## src/rtl/g15_pkg.sv

```systemverilog
// rtl/g15_pkg.sv - shared constants and types for the double-length register reader
package g15_pkg;
   localparam int WORD_BITS = 29;
   localparam int DBL_BITS  = 2 * WORD_BITS;
   localparam int CNT_W     = 6;

   typedef enum logic [1:0] {
      ST_IDLE    = 2'd0,
      ST_ARMED   = 2'd1,
      ST_CAPTURE = 2'd2,
      ST_HOLD    = 2'd3
   } rd_state_t;

   typedef enum logic [1:0] {
      TRK_ID  = 2'd0,
      TRK_MQ  = 2'd1,
      TRK_PN  = 2'd2,
      TRK_RSV = 2'd3
   } trk_sel_t;
endpackage

```

## src/rtl/ser_capture.sv

```systemverilog
// rtl/ser_capture.sv - indexed serial-to-parallel shift register with bit counter
module ser_capture
   import g15_pkg::*;
(
   input  logic                clk,
   input  logic                rst,
   input  logic                start,
   input  logic                shift,
   input  logic                clr,
   input  logic                din,
   output logic [DBL_BITS-1:0] data,
   output logic [CNT_W-1:0]    count,
   output logic                last
);
   assign last = (count == CNT_W'(DBL_BITS - 1));

   // Bits land at their own index, so the word assembles bit 0 first without shifting the whole register.
   always_ff @(posedge clk or posedge rst) begin
      if (rst) begin
         data  <= '0;
         count <= '0;
      end else if (start) begin
         data[0] <= din;
         count   <= CNT_W'(1);
      end else if (shift) begin
         data[count] <= din;
         count       <= last ? '0 : count + CNT_W'(1);
      end else if (clr) begin
         count <= '0;
      end
   end
endmodule

```

## src/rtl/dbl_reg_reader.sv

```systemverilog
// rtl/dbl_reg_reader.sv - captures one revolution of a double-length track into a parallel snapshot
module dbl_reg_reader
   import g15_pkg::*;
(
   input  logic                CLOCK,
   input  logic                rst,
   input  logic                T0,
   input  logic                CE,
   input  logic [1:0]          sel,
   input  logic                PI,
   input  logic                PR,
   input  logic                PP,
   input  logic                req,
   input  logic                ack,
   output logic                busy,
   output logic                valid,
   output logic [DBL_BITS-1:0] data,
   output logic                frame_err
);
   rd_state_t         state, state_n;
   trk_sel_t          sel_q, sel_n;
   logic              ferr_n;
   logic              start, shift, clr, din, last, frame_ok, req_ok;
   logic [CNT_W-1:0]  count;

   assign busy   = (state == ST_ARMED) || (state == ST_CAPTURE);
   assign valid  = (state == ST_HOLD);
   assign req_ok = req && (trk_sel_t'(sel) != TRK_RSV);

   always_comb begin
      din = 1'b0;
      case (sel_q)
         TRK_ID:  din = PI;
         TRK_MQ:  din = PR;
         TRK_PN:  din = PP;
         default: din = 1'b0;
      endcase
   end

   // The only legal T0 inside a capture is the odd-word boundary halfway through.
   assign frame_ok = (count == CNT_W'(WORD_BITS)) ? (T0 && !CE) : !T0;

   always_comb begin
      state_n = state;
      sel_n   = sel_q;
      ferr_n  = frame_err;
      start   = 1'b0;
      shift   = 1'b0;
      clr     = 1'b0;
      case (state)
         ST_IDLE: begin
            if (req_ok) begin
               sel_n   = trk_sel_t'(sel);
               ferr_n  = 1'b0;
               state_n = ST_ARMED;
            end
         end
         ST_ARMED: begin
            if (T0 && CE) begin
               start   = 1'b1;
               state_n = ST_CAPTURE;
            end
         end
         ST_CAPTURE: begin
            if (!frame_ok) begin
               ferr_n = 1'b1;
               if (T0 && CE) begin
                  start = 1'b1;
               end else begin
                  clr     = 1'b1;
                  state_n = ST_ARMED;
               end
            end else begin
               shift = 1'b1;
               if (last) state_n = ST_HOLD;
            end
         end
         ST_HOLD: begin
            if (ack) begin
               if (req_ok) begin
                  sel_n   = trk_sel_t'(sel);
                  ferr_n  = 1'b0;
                  state_n = ST_ARMED;
               end else begin
                  state_n = ST_IDLE;
               end
            end
         end
         default: state_n = ST_IDLE;
      endcase
   end

   always_ff @(posedge CLOCK or posedge rst) begin
      if (rst) begin
         state     <= ST_IDLE;
         sel_q     <= TRK_ID;
         frame_err <= 1'b0;
      end else begin
         state     <= state_n;
         sel_q     <= sel_n;
         frame_err <= ferr_n;
      end
   end

   ser_capture u_cap (
      .clk   (CLOCK),
      .rst   (rst),
      .start (start),
      .shift (shift),
      .clr   (clr),
      .din   (din),
      .data  (data),
      .count (count),
      .last  (last)
   );
endmodule
```

## config.mk

```make
export PLATFORM = sky130hd
export DESIGN_NAME = dbl_reg_reader
export DESIGN_NICKNAME = d
export VERILOG_FILES = /design/src/rtl/g15_pkg.sv /design/src/rtl/ser_capture.sv /design/src/rtl/dbl_reg_reader.sv
export SDC_FILE = /design/constraint.sdc
export NUM_CORES = 1
export LEC_CHECK = 0
export CAP_MARGIN = 20
export CELL_PAD_IN_SITES_DETAIL_PLACEMENT = 1
export CELL_PAD_IN_SITES_GLOBAL_PLACEMENT = 2
export CORE_MARGIN = 2
export CORE_UTILIZATION = 30
export DETAILED_ROUTE_END_ITERATION = 6
export GPL_TIMING_DRIVEN = 0
export HOLD_SLACK_MARGIN = 0.02
export PLACE_DENSITY = 0.73
export SLEW_MARGIN = 40
export SYNTH_ARGS = -nofsm -noshare
export SYNTH_HDL_FRONTEND = slang
export SYNTH_SLANG_ARGS = --single-unit
export TNS_END_PERCENT = 1
```

## constraint.sdc

```tcl
create_clock -name CLOCK -period 2.2 [get_ports CLOCK]
set_clock_uncertainty 0.15 [all_clocks]
set_input_delay 0.33 -clock CLOCK [delete_from_list [all_inputs] [get_ports CLOCK]]
set_output_delay 0.33 -clock CLOCK [all_outputs]
set_load 0.03 [all_outputs]
```

Yosys cells after proc, flatten, opt, wreduce, memory -nomap -nowiden
Cells that the tools add are included.
- bits in latches: 0
- memories: 0
- bits in read-only memories: 0
- output and inout port bits: 61
- bits in registers: 69
- bits of input ports: 11
- memory bits (writable): 0
- $add $sub $neg: 1
- $lt $le $gt $ge: 2
- divide/modulo/power cells: 0
- bitwise gates (word level): 1
- shifts and indexed selects: 0
- multiply operators: 0
- muxes and demuxes: 34
- reduce and logical (&&, ||, !) cells: 17
- equal/unequal tests: 14
- operators by type and width (kind ; count):
    $bwmux 58 ; 1
    $mux 6 ; 4
    $mux 2 ; 8
    $mux 1 ; 15
    $ne 2x2->1 const B ; 4
    $pmux 2 s4 ; 1
    $lt 6x7->1 const B ; 1
    $add 6x1->6 const B ; 1
    $demux 1 s6 ; 1
    $eq 2x2->1 const B ; 3
    $eq 6x5->1 const B ; 1
    $eq 6x6->1 const B ; 1
    $ge 6x1->1 const B ; 1
    $pmux 1 s3 ; 2
    $reduce_bool 3->1 ; 2
    $reduce_and 5->1 ; 1
    $eq 2x1->1 const B ; 2
    $logic_and 1x1->1 ; 4
    $logic_not 2->1 ; 2
    $pmux 2 s2 ; 1
    $reduce_and 2->1 ; 2
    $reduce_bool 2->1 ; 2
    $ne 3x2->1 const B ; 1
    $ne 3x3->1 const B ; 1
    6 further kinds ; 7

Depth between registers and ports, before layout
- word-level depth: 8
- depth in mapped cells: 9

By module
Synthesis repeated with hierarchy kept, for this count alone.
- cells, all modules: 307
- area total of the unflattened synthesis: 3592.2 um^2
- by module, submodules not included (module ; instances ; seq. area each (um^2) ; cells each ; area each (um^2)):
    ser_capture ; 1 ; 1601.5 ; 256 ; 3105.5
    dbl_reg_reader ; 1 ; 125.1 ; 51 ; 486.7

Worst setup path after synthesis
No wires, ideal clock.
- path type: register to register
- start point: register u_cap.count[1]
- end point: register u_cap.data[15]
- slack: -0.024 ns
- data arrival time: 1.947 ns
- path buffers: 1
- period minus slack after synthesis: 2.224 ns
- stages on the path, launching flop included: 9
- library setup time: 0.128 ns
- path through: dfrtp_1 > buf_2 > inv_2 > ha_1 > and4b_1 > and3_4 > nor2_4 > nor3_1 > mux2_1
- cells in the longest elaborated chain, start to end: 6
- elaborated cells on any way between the ends: 14
- RTL lines (element ; RTL line ; source):
    start, declared ; ser_capture.sv:12 ; output logic [CNT_W-1:0] count,
    start signal, assigned ; ser_capture.sv:27 ; count <= last ? '0 : count + CNT_W'(1);
    parallel branches: the longest is 6 deep, another holds $lt 6x7->1 ; n/a ;
    end signal, assigned by index ; ser_capture.sv:26 ; data[count] <= din;
    end, declared ; ser_capture.sv:11 ; output logic [DBL_BITS-1:0] data,
Several ways; the timed one is not identified.
A chain may end at the register's enable or synchronous reset.

Worst setup path in the final report
- start point: register u_cap.count[1]
- end point: register u_cap.data[23]
Same word-level chain as after synthesis.

==> impl_metrics.json <==
{
  "r2r_start": "u_cap.count[1]",
  "yosys-top-cells-area": "dfrtp_1 49%, mux2_1 14%, mux2_2 5.7%",
  "via_count": 2632,
  "wl_met3_um": 359,
  "synth_compound_area_frac": 0.0737,
  "slowest_delay_ns": 0.37,
  "fp.dieArea_um2": 12600,
  "drc_errors": 0,
  "rr_worst_depth": 8,
  "cp_slowest_cell": "dfrtp_1",
  "synthXorXnorAreaFrac": 0,
  "wl_met2_um": 4690,
  "yosysUniqueCellTypes": 47,
  "hp-class": "in2async",
  "async_flop_share": 1.00,
  "max-clock-path-buffers": 2,
  "dp_cells": 526,
  "tns_ns": -0.00883,
  "wl_per_cell_um": 17.6,
  "layout.cells.non_filler": 544,
  "rsz0062_at_grt": "true",
  "htreeDepth": 3,
  "gp_congestion": 0.754,
  "cts_tree": "yes",
  "synthesis.nets": 331,
  "grt_max_degree": 51,
  "r2r-end": "u_cap.data[23]",
  "highest_layer": "met4",
  "synth_edf_count": 0,
  "synthToLayoutAreaGrowth_pct": 38.4,
  "timing.hold.ws_ns": 0.146,
  "arrival_ns": 2.27,
  "maxSlewHeadroom": 0.582,
  "path_clk_slew_ns": 0.06,
  "wl_um": 9570,
  "worst_slack_ns": -0.00470,
  "num_rows": 39,
  "cp_max_fo": 10,
  "routed_via_density": 4.84,
  "hpwl_um": 6780,
  "status": "complete, but fails checks",
  "drt_iter0_drc": 66,
  "synth_area_per_cell_um2": 11.3,
  "max-cap-violations": 0,
  "diodes": 0,
  "drt-pass1-iter-count": 4,
  "end_kind": "flip-flop",
  "critPathLaunchType": "flip-flop",
  "violations": "setup timing",
  "cts_hold_buf": 0,
  "critPathKind": "reg2reg",
  "synth_top_area_share": 0.489,
  "drv_slew": 0,
  "tightestPinTransition_ns": 0.627,
  "initial_utilization": 0.308,
  "final_core_util": 0.426,
  "grt_overflow": 0,
  "numCtsBuffers": 9,
  "synth_seq_area_share": 0.489,
  "grt_pass1_vias": 2862,
  "io_buffer_count": 70,
  "setup_violations": 2,
  "critical_path_depth": 8,
  "critPathTopFamily": "simple AND/OR/NAND/NOR gates",
  "synth_mux_area_frac": 0.200,
  "ant_nets": 0,
  "cts.sink_count": 69,
  "p_per_area_nw_per_um2": 949,
  "synthCells": 312,
  "cp_data_required_time_ns": 2.26,
  "grt_pass1_wl_um": 15200,
  "dieHeight_um": 112,
  "antenna_found_initial": 0,
  "path_buf_inv": 2,
  "wl_met1_um": 4420,
  "p_leak_nw": 2.12,
  "synth_top_family_by_area": "multiplexers",
  "ir_worst_vdd_uv": 590,
  "root_buffer": "clkbuf_16",
  "ios": 72,
  "synth_fa_ha_area_frac": 0.0284,
  "finalCritPeriodShare": 1.00,
  "finalCriticalPeriod_ns": 2.20,
  "ys_ff_latch": 69,
  "clk_latency_ns": 0.33,
  "yosys.area.top_type": "dfrtp_1",
  "path_cells": "buf_6, inv_8, ha_4, and4b_2, and3_4, nor2_4, nor3_2, mux2_1",
  "synth_area_um2": 3530,
  "core_area_um2": 11500,
  "drive_above_1_share": 0.242,
  "groute.usage.overall": 0.153,
  "synth-main-ff-cell": "dfrtp_1",
  "rrSetupSlack_ns": -0.005,
  "fmax_ghz": 0.454,
  "synth_warnings": 0,
  "hold_viol": 0,
  "yosys.area_share.simple": 0.177,
  "final_nets": 415,
  "die_w_um": 112
}
-- cell usage after synthesis, types with 3 or more instances --
cell type   n
o21ai_1     7
nor3_1      7
nor4_4      3
nor2_1     17
nand3_1     6
buf_2       6
clkbuf_1   11
dfrtp_1    69
a21oi_4     3
a31oi_1     3
mux2_1     43
mux2_2     18
inv_1       4
buf_4       3
and3_1      3
nand2_1    54
a21oi_1     6
ha_1        8
nor2b_1     5
-- stage by stage --
| stage | setup WS, ns | cell area, um2 | power, W |
|---|---|---|---|
| 2_1_floorplan | -0.0199 | 3530 | 0.00260 |
| 3_3_place_gp | -1.29 | 4410 | 0.00313 |
| 3_5_place_dp | -0.282 | 4450 | 0.00316 |
| 4_1_cts | -0.108 | 4790 | 0.00458 |
| 5_1_grt | -0.0960 | 4890 | 0.00489 |
| 6_report | -0.00470 | 4890 | 0.00464 |
-- metal layers --
metal | vias up | global-route usage
met4 | 0 | 0.0537
met3 | 8 | 0.0313
li1 | 1250 | -
met1 | 1328 | 0.204
met2 | 46 | 0.249
met5 | - | 0
-- layout make-up --
cell class / count / area, um2
Buffer: 20 / 118
Clock buffer: 9 / 225
Clock inverter: 7 / 50.0
Fill cell: 1250 / 6580
Inverter: 5 / 33.8
Multi-Input combinational cell: 218 / 1810
Sequential cell: 69 / 1730
Tap cell: 143 / 179
Timing Repair Buffer: 73 / 741
-- cells in the final DEF (no fill, tap or decap), drive strengths merged, types with 2 or more instances in the layout --
master	n
mux2	61
nor2b	5
a31oi	3
nand2	55
a21oi	9
o21ai	9
clkbuf	21
and3	4
clkdlybuf4s50	68
clkinv	3
nand3b	2
mux2i	2
and2	3
o21bai	2
nand3	6
buf	12
nor4	4
nor2	18
clkinvlp	3
and3b	3
a21o	2
inv	6
nor3b	2
or3b	2
dfrtp	69
ha	8
nor3	7
-- how the worst max path moves through the flow --
| stage | endpoint | slack (ns) | start |
|---|---|---|---|
| after floorplan | frame_err | -0.02 | rst |
| after global placement | state[1] | -1.29 | rst |
| after detailed placement | u_cap.data[41] | -0.28 | PP |
| after CTS | u_cap.data[45] | -0.11 | u_cap.count[1] |
| after global routing | u_cap.data[7] | -0.1 | u_cap.count[1] |
| final | u_cap.data[23] | -0.005 | u_cap.count[1] |
-- logic make-up after synthesis --
| group | count (synthesis) |
|---|---|
| simple gates | 115 |
| compound gates | 32 |
| flops | 69 |
| fa+ha+maj | 8 |
| mux | 63 |
| buf+inv | 25 |
-- flip-flops by register name (all words and copies together), names as in the netlist --
register	count
u_cap.data	58
u_cap.count	6
sel_q	2
state	2
frame_err	1
-- where the power goes --
group | internal (W) | switching, W | total (W) | leakage (nW)
Clock | 0.000764 | 0.000585 | 0.00135 | 0.128
Combinational | 0.000655 | 0.00106 | 0.00171 | 1.06
Sequential | 0.00142 | 0.000152 | 0.00157 | 0.934
Total | 0.00284 | 0.00180 | 0.00464 | 2.12
-- repair_timing --
item                                    4_1_cts  5_1_grt
gates cloned                                  0        0
pin swaps                                     5        4
gates resized for setup                      17       32
setup buffers                                 2        0
endpoints found under the setup margin       65       62
(Power assumes the default switching activity.)
